===== src/rtl/convolution_3x3.sv =====
// Streaming 3x3 signed convolution: kernel and image window are loaded one column per beat,
// and a registered full-precision dot product of the two is produced every clock.
module convolution_3x3 #(
  parameter int unsigned BIT_LEN  = 8,
  parameter int unsigned M_LEN    = 3,
  parameter int unsigned CONV_LEN = 20
) (
  input  logic                       i_clk,
  input  logic                       i_reset,
  input  logic                       i_valid,
  input  logic                       i_selecK_I,
  input  logic signed [BIT_LEN-1:0]  i_data0,
  input  logic signed [BIT_LEN-1:0]  i_data1,
  input  logic signed [BIT_LEN-1:0]  i_data2,
  output logic signed [CONV_LEN-1:0] o_data
);

  logic signed [BIT_LEN-1:0]   din   [M_LEN];
  logic signed [BIT_LEN-1:0]   k_q   [M_LEN][M_LEN];
  logic signed [BIT_LEN-1:0]   w_q   [M_LEN][M_LEN];
  logic signed [2*BIT_LEN-1:0] prod  [M_LEN][M_LEN];
  logic signed [CONV_LEN-1:0]  acc_d;

  assign din[0] = i_data0;
  assign din[1] = i_data1;
  assign din[2] = i_data2;

  // Column 2 receives the newest data; older columns shift toward column 0.
  always_ff @(posedge i_clk or posedge i_reset) begin
    if (i_reset) begin
      for (int r = 0; r < M_LEN; r++) begin
        for (int c = 0; c < M_LEN; c++) begin
          k_q[r][c] <= '0;
          w_q[r][c] <= '0;
        end
      end
    end else if (i_valid) begin
      for (int r = 0; r < M_LEN; r++) begin
        if (i_selecK_I) begin
          for (int c = 0; c < M_LEN - 1; c++) w_q[r][c] <= w_q[r][c+1];
          w_q[r][M_LEN-1] <= din[r];
        end else begin
          for (int c = 0; c < M_LEN - 1; c++) k_q[r][c] <= k_q[r][c+1];
          k_q[r][M_LEN-1] <= din[r];
        end
      end
    end
  end

  always_comb begin
    acc_d = '0;
    for (int r = 0; r < M_LEN; r++) begin
      for (int c = 0; c < M_LEN; c++) begin
        prod[r][c] = k_q[r][c] * w_q[r][c];
        acc_d = acc_d + {{(CONV_LEN - 2*BIT_LEN){prod[r][c][2*BIT_LEN-1]}}, prod[r][c]};
      end
    end
  end

  always_ff @(posedge i_clk or posedge i_reset) begin
    if (i_reset) begin
      o_data <= '0;
    end else begin
      o_data <= acc_d;
    end
  end

endmodule


===== config.mk =====
export PLATFORM = sky130hd
export DESIGN_NAME = convolution_3x3
export DESIGN_NICKNAME = d
export VERILOG_FILES = /design/src/rtl/convolution_3x3.sv
export SDC_FILE = /design/constraint.sdc
export NUM_CORES = 2
export LEC_CHECK = 0
export CAP_MARGIN = 20
export CELL_PAD_IN_SITES_DETAIL_PLACEMENT = 1
export CELL_PAD_IN_SITES_GLOBAL_PLACEMENT = 1
export CORE_ASPECT_RATIO = 0.75
export CORE_MARGIN = 2
export CORE_UTILIZATION = 50
export CTS_CLUSTER_SIZE = 12
export DETAILED_ROUTE_END_ITERATION = 10
export DONT_BUFFER_PORTS = 1
export PLACE_DENSITY_LB_ADDON = 0.1
export SLEW_MARGIN = 20
export SYNTH_ARGS = -nofsm -noshare
export SYNTH_HDL_FRONTEND = slang
export SYNTH_SLANG_ARGS = --single-unit

===== constraint.sdc =====
create_clock -name i_clk -period 24.2 [get_ports i_clk]
set_input_delay 4.84 -clock i_clk [delete_from_list [all_inputs] [get_ports i_clk]]
set_output_delay 4.84 -clock i_clk [all_outputs]
set_load 0.02 [all_outputs]

==> metrics <==
status=finished clean; first-pass GRT wire length=138 mm; Synth Flop Type=dfrtp_1; final hold violations=0; layout cells sized above 1=around 6.3%; HPWL Detailed=approximately 70 mm; TritonCTS buffer count=17; Syn Inst Count=between 3,000 and 4,000; antenna violations before repair=1; post-route ant nets=0; cts hold-fix bufs=0; Post-synth EDFFs=0; chip width=approximately 290 um; max-slew violations=0; clk buf depth=2; HP Start=w_q[15]; 1st-iter DRT viols=approximately 1,000; final WL=about 82 mm; IO Port Bufs=0; Async SR Flop Fraction=100%; Reg-to-Reg Start=w_q[10]; ranking of synthesized cells by area=fa_1 (45%), dfrtp_1 (13%), ha_1 (10%), inv_1 (9.5%), and2_1 (6.2%); CP max FO=10; kind of critical path=flop to flop; First-pass DRT Iterations=4; most frequent CP cell=fa_1; Syn Std Cell Area=about 32,000 sq um; most common cell in the netlist=inv_1; crit path max-delay cell type=fa_1; Slew @ Worst Pin=0.911 ns; synthesis-to-finish area growth=4.28%; top-area cell type share of the netlist area=a little under half; Total GRT Usage=between 20 and 30%; CTS tree=done; H-Tree Depth=4; clock root buffer=clkbuf_16; largest net degree at the start of global routing=63; Vias per Instance=roughly 5.2; Clock Latency Late Sink=~0.53 ns; Final Wtd Congestion=approximately 0.87; Post-CTS Resized=0; fmax=89.5 MHz; CTS Sinks=164; synth unique cells=41; DR vias=19,900; CP startpoint=w_q[10]; Post-CTS Setup Bufs=0; unrepaired setup endpoints after global routing=no; Design Area, Final=32,900 sq um; Setup crit start kind=flop; Seq/Total Area, Yosys=between 10% and 20%; Yosys reg bits=approximately 160; Slowest Stage Delay on Critical Path=0.61 ns; leading area contributor after synthesis=fa_1; Core Box Area=62,200 sq um; Post-synth top cells=inv_1 (801), fa_1 (712), and2_1 (314); GRT overflow=0; row count=79; clock-pin slew on the worst setup and hold paths=~0.080 ns; Final Critical Period=roughly 11 ns; routed len/inst=between 20 and 25 um; Ports=48; Synthesis Warnings=0; dpl cell area=roughly 32,000 sq um; max-cap viol count=0; CP Capture Type=flop; syn_area_per_cell=10.4 sq um; Mapped Nets=between 4,000 and 5,000; DR DRC count=0; final setup vio count=0; Final nets=3,968; die area=~65,000 sq um; setup TNS=0 ns; Tcrit/Tclk final=a little under half; Clock Skew=roughly 0.021 ns; worst min-delay path class=flop to flop; Die Ht=222 um; vias in the first global route=around 24,000; WP data arrival=11.61 ns; Rel. slew slack=around two fifths; critical path data required time=24.64 ns; Initial Util=about half
[cell type report]
type                            instances  area, sq um
Multi-Input combinational cell       1979        24200
Timing Repair Buffer                    4         30.0
Tap cell                              810         1010
Fill cell                            6762        29300
Sequential cell                       164         4100
Clock inverter                         12          124
Antenna cell                            2         5.00
Inverter                              802         3020
Clock buffer                           20          447
[cells in the final DEF, fill, tap and decap left out, drive strengths merged, types with 16 or more instances in the layout]
master	netlist	final
dfrtp	164	164
nor2	43	43
o21ai	26	26
xnor2	67	67
nor2b	27	27
clkbuf	77	20
and2	314	314
nand2	218	218
a21o	16	16
ha	260	260
mux2	146	146
xor2	22	22
fa	712	712
nand2b	38	38
inv	801	803
a21oi	33	33
[worst max-delay path: cells and delay by family, from the launching register on]
family | cells | cell delay, ns
adder cells (fa/ha/maj) | 15 | 7.34
AO/OA/AOI/OAI | 7 | 1.45
AND/OR/NAND/NOR | 4 | 0.78
buffers and inverters | 10 | 0.55
flip-flops | 1 | 0.52
XOR/XNOR | 2 | 0.41
[sequential cells by signal, summed over array words and instances (netlist names)]
name / cells
w_q: 72
k_q: 72
o_data: 20
[layer usage]
| layer | wire, um | GRT usage, % | part of all wire [%] | up-vias |
|---|---|---|---|---|
| met1 | 38600 | 40.6 | 47 | 10800 |
| met3 | 3790 | 4.66 | 4.6 | 69 |
| met2 | 38500 | 44.2 | 47 | 325 |
| met5 | 0 | 0 | 0 | - |
| met4 | 1310 | 5.79 | 1.6 | 0 |
| li1 | - | - | - | 8735 |
[per-stage QoR]
stage,utilization (%),hold slack (ns),std cells,setup slack (ns)
after global placement,52.0,0.552,3759,13.33
after floorplan,-,0.478,3022,13.99
after global routing,52.9,0.600,3791,12.49
after detailed placement,52.0,0.557,3759,13.15
after CTS,52.9,0.573,3791,13.06
final,52.9,0.569,3793,13.03
[cells by family after synthesis]
group,count (synthesis),share of synthesized area (%)
AO/OA/AOI/OAI,123,2.59
XOR/XNOR,89,2.47
adder cells (fa/ha/maj),972,55.5
buffers and inverters,879,10.5
flip-flops,164,13.0
multiplexers,146,5.21
AND/OR/NAND/NOR,649,10.8
[final timing paths]
check	end	slack, ns	depth (start not counted)
worst max-delay path	o_data[18]	13.03	38
worst min-delay path	w_q[15]	0.57	1
worst max register to register	o_data[18]	13.03	38
worst min register to register	w_q[15]	0.57	1
max in group asynchronous	o_data[18]	18.68	2
min in group asynchronous	k_q[31]	4.20	1
Power is left out: the tool's default activity adds up to more than one toggle a clock period on the data nets, which glitch-free logic cannot reach.
